<file path="config.mk">
export PLATFORM = sky130hd
export DESIGN_NAME = pdm_mic_capture
export DESIGN_NICKNAME = d
export VERILOG_FILES = /design/src/rtl/pdm_mic_capture.sv
export SDC_FILE = /design/constraint.sdc
export NUM_CORES = 1
export LEC_CHECK = 0
export ABC_AREA = 1
export CORE_ASPECT_RATIO = 1.4
export CORE_UTILIZATION = 40
export CTS_CLUSTER_SIZE = 10
export DETAILED_ROUTE_END_ITERATION = 7
export SYNTH_ARGS = -nofsm -noshare
export SYNTH_HDL_FRONTEND = slang
export SYNTH_SLANG_ARGS = --single-unit
</file>
<file path="constraint.sdc">
create_clock -name clk -period 1.7 [get_ports clk]
set_input_delay 0.425 -clock clk [delete_from_list [all_inputs] [get_ports clk]]
set_output_delay 0.425 -clock clk [all_outputs]
set_load 0.02 [all_outputs]
</file>
<file path="src/rtl/pdm_mic_capture.sv">
// rtl/pdm_mic_capture.sv - PDM microphone clock, boxcar decimator, PCM valid/ack output (optional PCM_DC_BLOCK_EN)
module pdm_mic_capture #(
  parameter int CLK_HALF = 25,
  parameter int DECIM    = 64,
  parameter int OUT_W    = 16
) (
  input  logic             clk,
  input  logic             reset,
  input  logic             enable,
  input  logic             pdm_data,
  output logic             mic_clk,
  output logic [OUT_W-1:0] sample,
  output logic             sample_valid,
  input  logic             sample_ack,
  output logic             overrun,
  output logic             busy
);

  localparam int LOG2_D = $clog2(DECIM);
  localparam int DIV_W  = (CLK_HALF > 1) ? $clog2(CLK_HALF) : 1;
  localparam int ONES_W = LOG2_D + 1;
  // A half-full window offset of DECIM/2 maps to exactly 2^(OUT_W-1), so full
  // windows land one LSB past the positive rail and are clipped by saturation.
  localparam int SHIFT  = OUT_W - LOG2_D;
  localparam int EXT_W  = OUT_W + 2;
  localparam logic signed [EXT_W-1:0] SAT_HI = EXT_W'((1 << (OUT_W - 1)) - 1);
  localparam logic signed [EXT_W-1:0] SAT_LO = ~SAT_HI;

  logic              pdm_m, pdm_s;
  logic [DIV_W-1:0]  div_cnt;
  logic [LOG2_D-1:0] bit_cnt;
  logic [ONES_W-1:0] ones, ones_next, win_total;
  logic              win_done;
  logic              div_term, rise, bit_last;
  logic signed [EXT_W-1:0] total_ext, box_raw;
  logic              load;
  logic [OUT_W-1:0]  load_value;

  function automatic logic [OUT_W-1:0] sat(input logic signed [EXT_W-1:0] v);
    if (v > SAT_HI)      return SAT_HI[OUT_W-1:0];
    else if (v < SAT_LO) return SAT_LO[OUT_W-1:0];
    else                 return v[OUT_W-1:0];
  endfunction

  assign div_term  = (div_cnt == DIV_W'(CLK_HALF - 1));
  assign rise      = enable && div_term && !mic_clk;
  assign bit_last  = (bit_cnt == LOG2_D'(DECIM - 1));
  assign ones_next = ones + ONES_W'(pdm_s);
  assign total_ext = signed'({{(EXT_W - ONES_W){1'b0}}, win_total});
  assign box_raw   = (total_ext - EXT_W'(DECIM / 2)) <<< SHIFT;

  // Two-flop synchronizer for the asynchronous PDM bit
  always_ff @(posedge clk or negedge reset) begin
    if (!reset) begin
      pdm_m <= 1'b0;
      pdm_s <= 1'b0;
    end else begin
      pdm_m <= pdm_data;
      pdm_s <= pdm_m;
    end
  end

  // Mic clock divider and bit capture on each registered mic_clk rise
  always_ff @(posedge clk or negedge reset) begin
    if (!reset) begin
      div_cnt   <= '0;
      mic_clk   <= 1'b0;
      bit_cnt   <= '0;
      ones      <= '0;
      win_total <= '0;
      win_done  <= 1'b0;
    end else begin
      // A window closed on the last enabled cycle is still delivered
      win_done <= rise && bit_last;
      if (!enable) begin
        div_cnt <= '0;
        mic_clk <= 1'b0;
        bit_cnt <= '0;
        ones    <= '0;
      end else begin
        if (div_term) begin
          div_cnt <= '0;
          mic_clk <= ~mic_clk;
        end else begin
          div_cnt <= div_cnt + DIV_W'(1);
        end
        if (rise) begin
          bit_cnt <= bit_cnt + LOG2_D'(1);
          if (bit_last) begin
            ones      <= '0;
            win_total <= ones_next;
          end else begin
            ones <= ones_next;
          end
        end
      end
    end
  end

`ifdef PCM_DC_BLOCK_EN
  logic [OUT_W-1:0]        x_reg, x_prev, y_prev;
  logic                    x_valid;
  logic signed [EXT_W-1:0] x_ext, xp_ext, yp_ext, dc_raw;

  assign x_ext  = EXT_W'(signed'(x_reg));
  assign xp_ext = EXT_W'(signed'(x_prev));
  assign yp_ext = EXT_W'(signed'(y_prev));
  assign dc_raw = x_ext - xp_ext + yp_ext - (yp_ext >>> 8);

  // DC-block high-pass stage, one extra cycle after the boxcar result
  always_ff @(posedge clk or negedge reset) begin
    if (!reset) begin
      x_reg   <= '0;
      x_valid <= 1'b0;
      x_prev  <= '0;
      y_prev  <= '0;
    end else begin
      x_valid <= win_done;
      if (win_done) x_reg <= sat(box_raw);
      if (!enable) begin
        x_prev <= '0;
        y_prev <= '0;
      end else if (x_valid) begin
        x_prev <= x_reg;
        y_prev <= sat(dc_raw);
      end
    end
  end

  assign load       = x_valid;
  assign load_value = sat(dc_raw);
`else
  assign load       = win_done;
  assign load_value = sat(box_raw);
`endif

  // Output sample register with valid/ack handshake and sticky overrun
  always_ff @(posedge clk or negedge reset) begin
    if (!reset) begin
      sample       <= '0;
      sample_valid <= 1'b0;
      overrun      <= 1'b0;
    end else if (load) begin
      sample       <= load_value;
      sample_valid <= 1'b1;
      if (sample_valid && !sample_ack) overrun <= 1'b1;
    end else if (sample_valid && sample_ack) begin
      sample_valid <= 1'b0;
    end
  end

  // Busy follows enable, one cycle late
  always_ff @(posedge clk or negedge reset) begin
    if (!reset) busy <= 1'b0;
    else        busy <= enable;
  end

endmodule

</file>
==> flow_summary.ini <==
[layout]
final_layout_size_suffix_gt1_share_pct = 13.06
n_antenna_cell = 0
multi_input_area_sq_um = 700.7
nNetsFinal = 231
fillers = 432
utilization_pct = 51.79
postLayoutCellArea_sq_um = 2250
area_delta_synth_final_pct = 21.40
regArea_sq_um = 975.9

[synthesis]
seq_area_frac_synth_pct = 52.67
synth_cell_types = 27
async_flop_share_pct = 100.0
synth_nets = 204
synth_flop_cell = dfrtp_1
synthCells = 194
synth-edff-count = 0
syn-cell-area_sq_um = 1853
ys_ff_latch = 39
synth_warnings = 0
syn_area_per_cell_sq_um = 9.552

[detailed_routing]
drt-pass1-iter-count = 4
wl_per_cell_um = 10.84
ant_nets = 0
drt-vias-per-instance = 4.528
first_iter_violations = 30
drt_wl_total_um = 3057
route.vias.total = 1277
drcViolationCount = 0

[placement]
place.gp.congestion = 0.8029
placement.cell_area_sq_um = 2130
numPortBuffers = 24
dpl.hpwl_um = 2241
pre_cts_ws_ps = -19.88

[pwr]
power.density_nw_per_um2 = 810.0
vdd.ir_drop.worst_mv = 0.4891
p_leak_uw = 0.001270

[timing]
fin_skew_ps = 2.720
setup_ws_ps = 40.04
tightest_slew_ps = 481.1
rsz0062_at_grt = no
finalCritPeriodShare_pct = 97.64
setup_viol = 0
relSlewSlack_pct = 67.92
drv_slew = 0
final_hold_viol_count = 0
fin_crit_ps = 1660
clock.fmax_ghz = 0.6024

[die]
initial_utilization_pct = 42.66
die_area_sq_um = 4913
io_pins = 25
fp.dieH_um = 82.53
core_sq_um = 4344
rows = 28
die_x_um = 59.53

[clock_network]
clk_pin_slew_ps = 70
clock_latency_ps = 290
cts_sinks = 39
cts_tree = yes
root_buffer = clkbuf_8
cts-buffers-inserted = 5
htreeDepth = 2
post-cts-setup-buffer-count = 0
clockBufferDepth = 2

[status]
status = completed

[global_route]
grt_pass1_wl_um = 5264
grt_pass1_vias = 1234
grt_max_degree = 40
antenna_found_initial = 0
globalRoute.totalOverflow = 0
grt_usage_pct = 14.50

[setup_path]
crit_chain = clkdlybuf4s50_1
crit_path_max_incr_delay_ps = 600
worstPathBufferInverterCount = 1
start_kind = flop
critical-path-top-delay-family = buffers and inverters
critical_path_class = flop to output port
worst_setup_path_end_kind = output port
cp_max_fo = 2
cp.required_ps = 1270
crit_path_top_delay_cell = clkdlybuf4s50_1
cp_data_arrival_time_ps = 1230

[min_path]
min_path_type = primary input to async pin

[run]
cap_violations = 0
==> stage by stage <==
step           instances  hold slack, ps  setup TNS (ps)  power, uW
2_1_floorplan        194           129.4               0       1004
3_3_place_gp         274           337.6               0       1046
3_5_place_dp         274           338.1          -26.02       1047
4_1_cts              282           194.5               0       1849
5_1_grt              282           218.7               0       1895
6_report             282           168.7               0       1822
==> kinds of logic after synthesis <==
kind of cell | after synthesis | synth area share (%)
simple gates | 96 | 25.66
fa+ha+maj | 5 | 3.376
compound gates | 15 | 5.469
buf+inv | 32 | 9.521
flops | 39 | 52.67
xor+xnor | 7 | 3.309
==> final timing paths <==
kind                       startpoint    endpoint  cells after the start  slack [ps]
min                             reset  bit_cnt[4]                      2         170
max                           mic_clk     mic_clk                      1          40
min reg2reg                     pdm_m       pdm_s                      0         350
min in group clk                pdm_m       pdm_s                      0         350
max in group asynchronous       reset     ones[1]                      2        1190
max reg2reg                div_cnt[0]     ones[2]                      9         210
==> cells in the final DEF (no fill, tap or decap), drive strengths merged, types with 2 or more instances in the layout <==
cell type	netlist	routed
buf	10	7
clkbuf	0	6
clkdlybuf4s50	0	7
clkinv	1	2
dfrtp	39	39
dlygate4sd2	0	10
dlymetal6s2s	0	6
ha	5	5
inv	21	21
nand2	62	62
nand3	11	11
nand4	4	4
nor2	19	19
o21ai	7	7
o22a	5	5
xnor2	3	3
xor2	4	4
==> power by group <==
group          total [uW]  switching (uW)  internal [uW]
Clock                 797             322            475
Combinational        78.0            48.6           29.4
Sequential            947            8.81            938
Total                1820             380           1440
==> layout make-up <==
class / count / share of cell area (%)
sequential: 39 / 43.38
inverter: 22 / 4.338
clock inverter: 2 / 1.557
clock buffer: 6 / 3.671
multi-input combinational: 123 / 31.15
tap: 60 / 3.337
timing repair buffer: 30 / 12.57
==> metal layers <==
metal,vias to the layer above,global-route usage (%),routed length [um]
met4,0,6.512,65
met1,592,15.74,1335
met5,-,0,0
met3,6,4.206,119
li1,655,-,-
met2,24,25.73,1537
==> cell usage after synthesis, types with 2 or more instances <==
master	number	area, sq um
buf_4	9	67.56
xnor2_1	3	26.28
o22a_1	5	43.79
nand4_1	3	18.77
nand3_1	11	55.05
ha_1	5	62.56
nand2_1	59	221.5
nor2_1	14	52.55
xor2_1	4	35.03
nor2_4	2	22.52
inv_1	18	67.56
nor2_8	2	40.04
o21ai_0	6	30.03
inv_2	2	7.510
dfrtp_1	39	975.9
==> registers in the layout, indices dropped and copies added, names as in the netlist <==
name          flops
load              1
div_cnt           5
ones              7
pdm_m             1
bit_cnt           6
busy              1
pdm_s             1
sample            7
win_total         7
overrun           1
mic_clk           1
sample_valid      1
==> timing repair <==
| item | in CTS | in global routing |
|---|---|---|
| hold buffers | 0 | 0 |
| resized for setup | 10 | 6 |
| endpoints found under the setup margin | 10 | 6 |
No activity file was read; power rests on OpenSTA's default activity.
